### src/rtl/note_pkg.sv
// Shared note definitions: one-hot codes, pitch constants, half-period math.
// Used by both the tone player and the microphone note detector.
package note_pkg;

  localparam int w_note = 12;

  localparam logic [w_note-1:0] note_c  = 12'h800;
  localparam logic [w_note-1:0] note_cs = 12'h400;
  localparam logic [w_note-1:0] note_d  = 12'h200;
  localparam logic [w_note-1:0] note_ds = 12'h100;
  localparam logic [w_note-1:0] note_e  = 12'h080;
  localparam logic [w_note-1:0] note_f  = 12'h040;
  localparam logic [w_note-1:0] note_fs = 12'h020;
  localparam logic [w_note-1:0] note_g  = 12'h010;
  localparam logic [w_note-1:0] note_gs = 12'h008;
  localparam logic [w_note-1:0] note_a  = 12'h004;
  localparam logic [w_note-1:0] note_as = 12'h002;
  localparam logic [w_note-1:0] note_b  = 12'h001;

  localparam int f100_c  = 26163;
  localparam int f100_cs = 27718;
  localparam int f100_d  = 29366;
  localparam int f100_ds = 31113;
  localparam int f100_e  = 32963;
  localparam int f100_f  = 34923;
  localparam int f100_fs = 36999;
  localparam int f100_g  = 39200;
  localparam int f100_gs = 41530;
  localparam int f100_a  = 44000;
  localparam int f100_as = 46616;
  localparam int f100_b  = 49388;

  typedef enum logic [1:0] {
    st_idle,
    st_play,
    st_rest
  } state_t;

  // 64-bit math: clk_mhz * 1e8 overflows 32 bits at 50 MHz.
  function automatic logic [19:0] half_period(
    input int clk_mhz,
    input int freq_100
  );
    longint hp;
    hp = (longint'(clk_mhz) * 64'sd100000000)
       / (64'sd2 * longint'(freq_100));
    if (hp < 64'sd1) hp = 64'sd1;
    if (hp > 64'sd1048575) hp = 64'sd1048575;
    return hp[19:0];
  endfunction

endpackage

### src/rtl/tone_divider.sv
// Square-wave phase generator: toggles phase every hp enabled cycles.
// Ports: clk, rst, restart (clear count+phase), en, hp, phase, wrap.
module tone_divider (
  input  logic        clk,
  input  logic        rst,
  input  logic        restart,
  input  logic        en,
  input  logic [19:0] hp,
  output logic        phase,
  output logic        wrap
);

  logic [19:0] cnt;

  assign wrap = en && (cnt == hp - 20'd1);

  always_ff @(posedge clk) begin
    if (rst) begin
      cnt   <= '0;
      phase <= 1'b0;
    end else if (restart) begin
      cnt   <= '0;
      phase <= 1'b0;
    end else if (wrap) begin
      cnt   <= '0;
      phase <= ~phase;
    end else if (en) begin
      cnt <= cnt + 20'd1;
    end
  end

endmodule

### src/rtl/note_tone_player.sv
// Plays timed note requests (valid/ready, one-entry buffer) as a square wave.
// Ports: clk, rst, req_*, sound, cur_note, busy, note_done.
module note_tone_player
  import note_pkg::*;
#(
  parameter int                 clk_mhz   = 50,
  parameter logic signed [15:0] amplitude = 16'sd8192,
  parameter int                 w_dur     = 12
) (
  input  logic                     clk,
  input  logic                     rst,
  input  logic                     req_valid,
  output logic                     req_ready,
  input  logic [w_note-1:0]        req_note,
  input  logic [1:0]               req_octave,
  input  logic [w_dur-1:0]         req_dur_ms,
  output logic signed [15:0]       sound,
  output logic [w_note-1:0]        cur_note,
  output logic                     busy,
  output logic                     note_done
);

  localparam logic [19:0] hp_tab [12] = '{
    half_period(clk_mhz, f100_c),
    half_period(clk_mhz, f100_cs),
    half_period(clk_mhz, f100_d),
    half_period(clk_mhz, f100_ds),
    half_period(clk_mhz, f100_e),
    half_period(clk_mhz, f100_f),
    half_period(clk_mhz, f100_fs),
    half_period(clk_mhz, f100_g),
    half_period(clk_mhz, f100_gs),
    half_period(clk_mhz, f100_a),
    half_period(clk_mhz, f100_as),
    half_period(clk_mhz, f100_b)
  };

  localparam logic [19:0] pre_max = 20'(clk_mhz * 1000 - 1);

  state_t            state;
  logic [w_note-1:0] buf_note;
  logic [1:0]        buf_oct;
  logic [w_dur-1:0]  buf_dur;
  logic              buf_full;
  logic [w_dur-1:0]  act_dur;
  logic [19:0]       hp_act;
  logic [19:0]       pre;
  logic [w_dur-1:0]  ms;

  logic [19:0] hp_base;
  logic [19:0] hp_sh;
  logic [19:0] hp_sel;
  logic        pre_wrap;
  logic        finish;
  logic        load;
  logic        acc;
  logic        phase;
  logic        wrap;

  always_comb begin
    case (buf_note)
      note_c:  hp_base = hp_tab[0];
      note_cs: hp_base = hp_tab[1];
      note_d:  hp_base = hp_tab[2];
      note_ds: hp_base = hp_tab[3];
      note_e:  hp_base = hp_tab[4];
      note_f:  hp_base = hp_tab[5];
      note_fs: hp_base = hp_tab[6];
      note_g:  hp_base = hp_tab[7];
      note_gs: hp_base = hp_tab[8];
      note_a:  hp_base = hp_tab[9];
      note_as: hp_base = hp_tab[10];
      note_b:  hp_base = hp_tab[11];
      default: hp_base = 20'd1;
    endcase
    hp_sh  = hp_base >> buf_oct;
    hp_sel = (hp_sh == 20'd0) ? 20'd1 : hp_sh;
  end

  assign pre_wrap = (pre == pre_max);
  assign finish   = (state != st_idle) && pre_wrap
                 && (ms == act_dur - w_dur'(1));
  // The buffer feeds the active register from idle or straight on finish.
  assign load     = buf_full && ((state == st_idle) || finish);
  assign acc      = req_valid && req_ready;

  tone_divider u_div (
    .clk     (clk),
    .rst     (rst),
    .restart (load),
    .en      (state == st_play),
    .hp      (hp_act),
    .phase   (phase),
    .wrap    (wrap)
  );

  always_ff @(posedge clk) begin
    if (rst) begin
      state     <= st_idle;
      buf_note  <= '0;
      buf_oct   <= '0;
      buf_dur   <= '0;
      buf_full  <= 1'b0;
      act_dur   <= '0;
      hp_act    <= 20'd1;
      pre       <= '0;
      ms        <= '0;
      req_ready <= 1'b1;
      sound     <= '0;
      cur_note  <= '0;
      busy      <= 1'b0;
      note_done <= 1'b0;
    end else begin
      note_done <= finish;
      if (acc) begin
        buf_note <= req_note;
        buf_oct  <= req_octave;
        buf_dur  <= req_dur_ms;
      end
      buf_full  <= acc || (buf_full && !load);
      req_ready <= !(acc || (buf_full && !load));
      if (load) begin
        pre     <= '0;
        ms      <= '0;
        act_dur <= buf_dur;
        hp_act  <= hp_sel;
        if (buf_dur == '0) begin
          // Zero-length entry: report it done without sounding.
          state     <= st_idle;
          sound     <= '0;
          cur_note  <= '0;
          busy      <= 1'b0;
          note_done <= 1'b1;
        end else if ($onehot(buf_note)) begin
          state    <= st_play;
          sound    <= amplitude;
          cur_note <= buf_note;
          busy     <= 1'b1;
        end else begin
          state    <= st_rest;
          sound    <= '0;
          cur_note <= '0;
          busy     <= 1'b1;
        end
      end else if (finish) begin
        state    <= st_idle;
        sound    <= '0;
        cur_note <= '0;
        busy     <= 1'b0;
      end else if (state != st_idle) begin
        pre <= pre_wrap ? 20'd0 : pre + 20'd1;
        if (pre_wrap) ms <= ms + w_dur'(1);
        // phase is the pre-toggle value; new phase 1 means negative half.
        if (state == st_play && wrap)
          sound <= phase ? amplitude : -amplitude;
      end
    end
  end

endmodule

### config.mk
export PLATFORM = sky130hd
export DESIGN_NAME = note_tone_player
export DESIGN_NICKNAME = d
export VERILOG_FILES = /design/src/rtl/note_pkg.sv /design/src/rtl/tone_divider.sv /design/src/rtl/note_tone_player.sv
export SDC_FILE = /design/constraint.sdc
export NUM_CORES = 1
export LEC_CHECK = 0
export ABC_AREA = 1
export BUFFER_PORTS_ARGS = -buffer_cell sky130_fd_sc_hd__clkbuf_2
export CORE_MARGIN = 3
export CORE_UTILIZATION = 55
export CTS_CLUSTER_DIAMETER = 80
export DETAILED_ROUTE_END_ITERATION = 16
export MAX_ROUTING_LAYER = met4
export PLACE_DENSITY = 0.71
export SLEW_MARGIN = 20
export SYNTH_ARGS = -nofsm -noshare
export SYNTH_HDL_FRONTEND = slang
export SYNTH_SLANG_ARGS = --single-unit
### constraint.sdc
create_clock -name clk -period 7.5 [get_ports clk]
set_clock_uncertainty 0.2 [all_clocks]
set_input_delay 1.5 -clock clk [delete_from_list [all_inputs] [get_ports clk]]
set_output_delay 1.5 -clock clk [all_outputs]
set_load 0.005 [all_outputs]
==> results of run 1 <==
-- cell usage after synthesis, drive strengths merged, types with 9 or more instances --
cell      n  area (µm²)
or2       9       56.31
dfxtp   128        2562
o21ai    85       429.2
nand2   324        1246
nor2    171       661.9
xor2     34       297.8
a21oi    80       411.7
xnor2    16       140.1
o22ai    11       106.4
inv     158       593.1
clkbuf   22       82.58
nand3   105       553.0
nor3     29       156.4
buf      31       227.7
nand4    37       237.7
ha       12       150.1
nor4      9       62.56
-- per-stage QoR --
stage	hold WS (ps)	total power [W]	instance area, µm²	cells
floorplan	238.4	0.001158	8285	1298
global placement	246.9	0.001247	8451	1477
detailed placement	261.3	0.001256	8451	1477
CTS	269.2	0.002125	9069	1509
global route	283.6	0.002239	9069	1509
finish	267.1	0.002121	9069	1509
-- worst min-delay path by stage --
| stage | startpoint | to | slack (ps) | depth (start not counted) |
|---|---|---|---|---|
| floorplan | u_div.cnt[18]$_SDFFE_PP0P_ | u_div.cnt[18]$_SDFFE_PP0P_ | 240 | 2 |
| global placement | u_div.cnt[18]$_SDFFE_PP0P_ | u_div.cnt[18]$_SDFFE_PP0P_ | 250 | 2 |
| detailed placement | u_div.cnt[18]$_SDFFE_PP0P_ | u_div.cnt[18]$_SDFFE_PP0P_ | 260 | 2 |
| CTS | u_div.cnt[18]$_SDFFE_PP0P_ | u_div.cnt[18]$_SDFFE_PP0P_ | 270 | 2 |
| global route | u_div.cnt[18]$_SDFFE_PP0P_ | u_div.cnt[18]$_SDFFE_PP0P_ | 280 | 2 |
| finish | u_div.cnt[18]$_SDFFE_PP0P_ | u_div.cnt[18]$_SDFFE_PP0P_ | 270 | 2 |
-- logic make-up (layout without fill, tap and decap cells) --
kind of cell             after synthesis  in the layout  share of synthesized area
flip-flops                           128            128                     0.3110
AO/OA/AOI/OAI                        183            183                     0.1216
XOR/XNOR                              50             50                    0.05314
AND/OR/NAND/NOR                      692            692                     0.3681
adder cells (fa/ha/maj)               19             19                    0.03523
buffers and inverters                213            240                     0.1105
other                                  1             13                  0.0004551
-- registers in the layout, summed over array words and instances, names as in the netlist, 2 cells and up --
signal / flops
hp_act: 17
ms: 12
sound: 2
buf_dur: 12
u_div.cnt: 20
state: 2
pre: 20
buf_oct: 2
cur_note: 12
act_dur: 12
buf_note: 12
-- layout make-up --
type	instances	area (µm²)	share of cell area
flip-flops and latches	128	2562	0.2826
clock inverters	14	178.9	0.01973
repair buffers	48	245.2	0.02704
inverters	160	600.6	0.06623
multi-input cells	957	4812	0.5306
well taps	184	230.2	0.02539
clock buffers	18	439.2	0.04843
-- worst max-delay path, stage by stage, from the launching register on --
cell and delay, ps:
dfxtp_1 410, fa_1 460, fa_1 510, inv_1 50, fa_1 490, fa_1 410
inv_1 70, ha_1 160, inv_1 50, fa_1 380, a211o_1 230, nand2_1 60
o211ai_1 100, nor2_1 430, nand2_1 150, nand2_1 110, nand2_1 100, nor2_1 110
-- layer usage --
layer | vias up | global-route usage | routed length [µm] | share of wire
met2 | 198 | 0.4085 | 9317 | 0.45
met3 | 30 | 0.04898 | 1004 | 0.049
li1 | 4177 | - | - | -
met1 | 3584 | 0.3496 | 10030 | 0.49
met4 | 0 | 0.06804 | 281 | 0.014
met5 | - | - | 0 | 0
-- report_power, final --
group          switching, W  internal [W]  total [W]
clock              0.000338      0.000536   0.000875
sequential        0.0000344      0.000717   0.000751
combinational      0.000338      0.000157   0.000495
==> flow_summary.yaml, run 1 <==
outcome:
  status: "finished, final reports clean"
drt:
  vias: 7989
  postRouteAntennaNets: 0
  dr.pass1.iters: 5
  drc_errors: 0
  first_iter_violations: 535
  wirelength_um: 20640
  wl_per_cell_um: 13.67
  avgViaCountPerCell: 5.294
worst_setup_path:
  critPathMaxFanout: 8
  crit_required_ps: 7660
  start_kind: "flop"
  r2r_slack_ps: 2950
  rr_endpoint: "cur_note[8]$_SDFFE_PP0P_"
  cp_data_arrival_time_ps: 4710
  worstSetupPathType: "reg2reg"
  cp-endpoint: "cur_note[8]$_SDFFE_PP0P_"
  r2r-start: "buf_note[1]$_SDFFE_PP0P_"
  reg2reg_depth: 17
  end_kind: "flop"
  startpoint: "buf_note[1]$_SDFFE_PP0P_"
synthesis:
  synth_ff_type: "dfxtp_1"
  synth-async-reset-ratio: 0
  synth_edf_count: 0
  ys_types: 44
  synth_cells: 1286
  ys_seq_area_frac: 0.3110
  avgSynthCellArea_um2: 6.408
  ys_seq_elements: 128
  syn_area_um2: 8240
  yosys_warnings: 0
floorplan:
  core_um2: 14590
  ios: 60
  dieArea_um2: 16490
  fp.dieW_um: 128.4
  row_count: 44
  start_util: 0.5648
  dieHeight_um: 128.4
global_routing:
  antenna_found_initial: 0
  grt_pass1_wl_um: 34220
  track_usage: 0.2614
  grt_pass1_vias: 7257
  grt_overflow_total: 0
  grt_max_degree: 54
placement:
  post-dp-hpwl_um: 15560
  pre_cts_ws_ps: 2986
  port_buffers: 46
  place.gp.congestion: 0.9457
run:
  maxCapViolations: 0
timing:
  hold_viol_final: 0
  worst_slack_ps: 2947
  tightestPinTransition_ps: 820.2
  min_period_ps: 4553
  drv_slew: 0
  finalCritPeriodShare: 0.6071
  slew_headroom: 0.4526
  rsz0062_at_grt: "false"
  setup_viol: 0
  max_freq_mhz: 219.6
  totalNegativeSetupSlack_ps: 0
hold_path:
  hp-class: "reg2reg"
clock_tree:
  cts_hold_buffers: 0
  cts.repair.resized: 0
  cts_setup_buffers: 0
  cts.sinks: 128
  tritoncts: "done"
  worstSkewPairLatency_ps: 430
  cts_made_buffers: 17
  cts-root-buf: "clkbuf_16"
  path_clk_slew_ps: 60
  htreeDepth: 4
  cts_max_path_buffers: 2
layout:
  syn_to_final_growth_pct: 10.05
  n_fill_cell: 1448
  layout_commonest_cell: "nand2_1"
  fin_util: 0.6216
  final_cell_mix: "nand2_1 (320), nor2_1 (163), inv_1 (150), dfxtp_1 (128), nand3_1 (101)"
  drive_gt1_frac: 0.09283
  nNetsFinal: 1360
  diodes: 0
pwr:
  leakage_nw: 3.966
  power_density_nw_per_um2: 233.9
  vdd_drop_max_v: 0.0002336
(Power assumes the default switching activity.)
==> inputs of run 2 (changes only) <==
Clock period 7.5 ns to 4.7 ns, I/O delays scaled along.
==> run 2 against run 1 <==
Effect of this change:
- cell count grew 0.13%
- non-clock buffer count rose by 2
- die area stayed put
- via count shrank 0.78%
- first-iteration DRC count grew 4.3%
- critical path type unchanged
- largest cell class unchanged
==> flow_summary.yaml, run 2 (synthesis gave the netlist of run 1 again) <==
floorplan:
  ios: 60
  start_util: 0.5648
  row_count: 44
  core_um2: 14590
  fp.dieW_um: 128.4
  dieHeight_um: 128.4
  dieArea_um2: 16490
pwr:
  power_w: 0.003350
  power_density_nw_per_um2: 369.6
  leakage_nw: 3.966
  vdd_drop_max_v: 0.0003021
layout:
  drive_gt1_frac: 0.09420
  reg_top3: "pre x20, u_div.cnt x20, hp_act x17"
  layout_commonest_cell: "nand2_1"
  nNetsFinal: 1362
  syn_to_final_growth_pct: 9.991
  multiInputGateArea_um2: 4812
  diodes: 0
  n_fill_cell: 1383
  final_cell_mix: "nand2_1 (320), nor2_1 (163), inv_1 (150), dfxtp_1 (128), nand3_1 (101)"
  regArea_um2: 2562
worst_setup_path:
  reg2reg_depth: 16
  cp_slowest_cell: "fa_1"
  cp_cell_sequence: "fa_1 > fa_1 > inv_1 > fa_1 > fa_1 > inv_1 > ha_1 > inv_1 > fa_1 > a211o_1 > nand2_1 > o211ai_1 > nor2_1 > buf_4 > nand3_1 > a21oi_1"
  crit_required_ps: 4850
  cp_common_cell: "fa_1"
  critPathMaxFanout: 7
  worstSetupPathType: "reg2reg"
  r2r_slack_ps: 460
  start_kind: "flop"
  cp-endpoint: "cur_note[0]$_SDFFE_PP0P_"
  cp_data_arrival_time_ps: 4380
  end_kind: "flop"
  r2r-start: "buf_note[0]$_SDFFE_PP0P_"
  rr_endpoint: "cur_note[0]$_SDFFE_PP0P_"
  startpoint: "buf_note[0]$_SDFFE_PP0P_"
  cpPeakStageDelay_ps: 530
drt:
  dr.pass1.iters: 6
  drc_errors: 0
  vias: 7927
  wirelength_um: 20470
  postRouteAntennaNets: 0
  wl_per_cell_um: 13.55
  first_iter_violations: 558
  avgViaCountPerCell: 5.246
global_routing:
  grt_max_degree: 49
  antenna_found_initial: 0
  track_usage: 0.2627
  grt_overflow_total: 0
  grt_pass1_vias: 7306
  grt_pass1_wl_um: 34660
timing:
  hold_viol_final: 0
  tightestPinTransition_ps: 846.6
  slew_headroom: 0.4335
  drv_slew: 0
  setup_viol: 0
  totalNegativeSetupSlack_ps: 0
  rsz0062_at_grt: "false"
  max_freq_mhz: 235.9
  min_period_ps: 4239
  finalCritPeriodShare: 0.9020
clock_tree:
  cts_made_buffers: 17
  htreeDepth: 4
  worstSkewPairLatency_ps: 420
  cts.sinks: 128
  cts_max_path_buffers: 2
  cts.repair.resized: 0
  tritoncts: "done"
  path_clk_slew_ps: 60
  cts_hold_buffers: 0
  cts_setup_buffers: 0
  cts-root-buf: "clkbuf_16"
placement:
  place.gp.congestion: 0.9377
  port_buffers: 46
  post-dp-hpwl_um: 15380
hold_path:
  hp-class: "reg2reg"
outcome:
  status: "finished, final reports clean"
run:
  maxCapViolations: 0
## run 2: metal layers
layer | routed length, µm | vias up | global-route usage | part of all wire
met1 | 9762 | 3527 | 0.3412 | 0.48
met4 | 520 | 0 | 0.08989 | 0.025
met3 | 880 | 43 | 0.04940 | 0.043
met2 | 9304 | 178 | 0.4122 | 0.45
met5 | 0 | - | - | 0
li1 | - | 4179 | - | -
## run 2: layout make-up
cell class / count / share of cell area
well taps: 184 / 0.02540
flip-flops and latches: 128 / 0.2827
clock inverters: 15 / 0.01905
inverters: 160 / 0.06626
multi-input cells: 957 / 0.5309
repair buffers: 50 / 0.02871
clock buffers: 17 / 0.04694
## run 2: stage by stage
stage          cells  worst slack, ps    util  cell area, µm²  hold WS (ps)
6_report        1511            460.8  0.6213            9064         266.1
5_1_grt         1511            281.9  0.6213            9064         288.6
4_1_cts         1511            456.0  0.6213            9064         270.2
3_5_place_dp    1479            473.6  0.5803            8466         261.0
3_3_place_gp    1479            531.6  0.5803            8466         249.0
2_1_floorplan   1298            556.0       -            8285         238.4
## run 2: worst min-delay path by stage
stage,cells after the start,startpoint,end,slack [ps]
floorplan,2,u_div.cnt[18]$_SDFFE_PP0P_,u_div.cnt[18]$_SDFFE_PP0P_,240
global placement,2,u_div.cnt[18]$_SDFFE_PP0P_,u_div.cnt[18]$_SDFFE_PP0P_,250
detailed placement,2,busy$_SDFFE_PP0P_,busy$_SDFFE_PP0P_,260
CTS,2,busy$_SDFFE_PP0P_,busy$_SDFFE_PP0P_,270
global route,2,busy$_SDFFE_PP0P_,busy$_SDFFE_PP0P_,290
finish,2,busy$_SDFFE_PP0P_,busy$_SDFFE_PP0P_,270
## run 2: where the power goes
group / internal (W) / switching (W) / total (W)
Clock: 0.000796 / 0.000548 / 0.00134
Combinational: 0.000262 / 0.000547 / 0.000809
Sequential: 0.00114 / 0.0000533 / 0.00120
Total: 0.00220 / 0.00115 / 0.00335
## run 2: critical path, delay by kind of cell (launching register included)
kind | cells | cell delay (ps)
AND/OR/NAND/NOR | 3 | 290
flip-flops | 1 | 350
buffers and inverters | 4 | 340
AO/OA/AOI/OAI | 3 | 500
adder cells (fa/ha/maj) | 6 | 2480
==> inputs of run 3 (changes only) <==
Settings changed: CORE_ASPECT_RATIO set to 0.7, GPL_ROUTABILITY_DRIVEN set to 0.
==> run 3 against run 2 <==
Effect of this change:
- hold slack about the same
- count of clock-buffer cells in the layout increased by 2
- setup slack got worse by 21 ps
- sequential cell count unchanged
- combinational power rose by 2.7%
- non-clock buffer count increased by 1
- die area grew 0.14%
- cell count grew 0.46%
- design area shrank 0.15%
==> flow_summary.yaml, run 3 (synthesis gave the netlist of run 1 again) <==
outcome:
  status: "finished, final reports clean"
drt:
  dr.pass1.iters: 5
  first_iter_violations: 867
  wl_per_cell_um: 14.22
  vias: 8259
  postRouteAntennaNets: 0
  drc_errors: 0
  wirelength_um: 21580
  avgViaCountPerCell: 5.441
global_routing:
  track_usage: 0.2709
  grt_overflow_total: 0
  grt_max_degree: 49
  antenna_found_initial: 0
  grt_pass1_vias: 7302
  grt_pass1_wl_um: 35590
timing:
  max_freq_mhz: 234.7
  totalNegativeSetupSlack_ps: 0
  slew_headroom: 0.4093
  hold_viol_final: 0
  drv_slew: 0
  min_period_ps: 4261
  tightestPinTransition_ps: 882.7
  rsz0062_at_grt: "false"
  setup_viol: 0
  hold_ws_ps: 265.8
  finalCritPeriodShare: 0.9065
clock_tree:
  path_clk_slew_ps: 60
  cts_max_path_buffers: 2
  tritoncts: "done"
  cts.sinks: 128
  cts.repair.resized: 0
  cts_made_buffers: 17
  htreeDepth: 4
  cts-root-buf: "clkbuf_16"
  cts_setup_buffers: 0
  worstSkewPairLatency_ps: 430
  cts_hold_buffers: 0
placement:
  port_buffers: 46
  dp.cells: 1486
  post-dp-hpwl_um: 16180
worst_setup_path:
  r2r-start: "buf_note[0]$_SDFFE_PP0P_"
  startpoint: "buf_note[0]$_SDFFE_PP0P_"
  critPathMaxFanout: 7
  end_kind: "flop"
  reg2reg_depth: 16
  crit_required_ps: 4860
  rr_endpoint: "cur_note[5]$_SDFFE_PP0P_"
  cp_data_arrival_time_ps: 4420
  start_kind: "flop"
  r2r_slack_ps: 440
  worstSetupPathType: "reg2reg"
layout:
  nNetsFinal: 1363
  reg_top3: "pre x20, u_div.cnt x20, hp_act x17"
  finalNonFillerCells: 1518
  layout_commonest_cell: "nand2_1"
  syn_to_final_growth_pct: 9.824
  final_cell_mix: "nand2_1 (319), nor2_1 (163), inv_1 (150), dfxtp_1 (128), nand3_1 (101)"
  diodes: 0
  drive_gt1_frac: 0.09563
  fin_util: 0.6338
floorplan:
  dieHeight_um: 108.4
  dieArea_um2: 16510
  ios: 60
  core_um2: 14280
  row_count: 36
  start_util: 0.5771
  fp.dieW_um: 152.3
pwr:
  vdd_drop_max_v: 0.0002510
  power_density_nw_per_um2: 365.2
  leakage_nw: 3.966
hold_path:
  timing.hold.worst.start: "busy$_SDFFE_PP0P_"
  hold_depth: 2
  holdPathEnd: "busy$_SDFFE_PP0P_"
  hp-class: "reg2reg"
run:
  maxCapViolations: 0
==> run 3: cell count changes in the layout (fill, tap and decap cells not counted) <==
cell / delta
clkinv_2: +5
clkinv_4: +1
nand2_1: -1
nand2_2: +1
inv_6: -5
clkbuf_8: +2
inv_8: -1
clkinvlp_4: -1
bufinv_16: -1
buf_4: +1
==> run 3: worst max-delay path, cell delays in order (launching register included) <==
cell and delay [ps]:
dfxtp_1 350, fa_1 520, fa_1 510, inv_1 50, fa_1 490, fa_1 400, inv_1 70, ha_1 170
inv_1 60, fa_1 380, a211o_1 240, nand2_1 60, o211ai_1 100, nor2_1 170, buf_4 180, nand3_1 100
a21oi_1 140
==> run 3: routing by layer <==
metal  global-route usage  routed length, µm
met1               0.3959              11030
met3              0.04960               1715
met4              0.07954                306
met2               0.3796               8525
met5                    -                  0
==> run 3: worst max-delay path by stage <==
stage | endpoint | slack, ps | cells past startpoint
final | cur_note[5]$_SDFFE_PP0P_ | 440 | 16
after global routing | cur_note[0]$_SDFFE_PP0P_ | 170 | 16
after CTS | cur_note[5]$_SDFFE_PP0P_ | 450 | 16
after detailed placement | cur_note[1]$_SDFFE_PP0P_ | 510 | 16
after global placement | cur_note[1]$_SDFFE_PP0P_ | 520 | 16
after floorplan | cur_note[7]$_SDFFE_PP0P_ | 560 | 17
==> run 3: metrics by stage <==
step / total power [W] / setup slack, ps / area [µm²]
6_report: 0.003305 / 439.4 / 9050
2_1_floorplan: 0.001848 / 556.0 / 8285
3_3_place_gp: 0.002017 / 516.3 / 8481
3_5_place_dp: 0.002030 / 505.8 / 8481
4_1_cts: 0.003308 / 447.6 / 9047
5_1_grt: 0.003497 / 169.8 / 9050
==> run 3: where the power goes <==
part / internal (W) / switching (W) / leakage [nW]
sequential: 0.00114 / 0.0000533 / 1.04
clock: 0.000754 / 0.000523 / 0.279
combinational: 0.000263 / 0.000567 / 2.65
==> run 3: final cells by class <==
class                   count  area [µm²]
inverters                 160       600.6
clock buffers              19       452.9
repair buffers             51       267.8
fillers                  1345        5229
flip-flops and latches    128        2562
well taps                 190       237.7
multi-input cells         957        4815
clock inverters            13       113.9
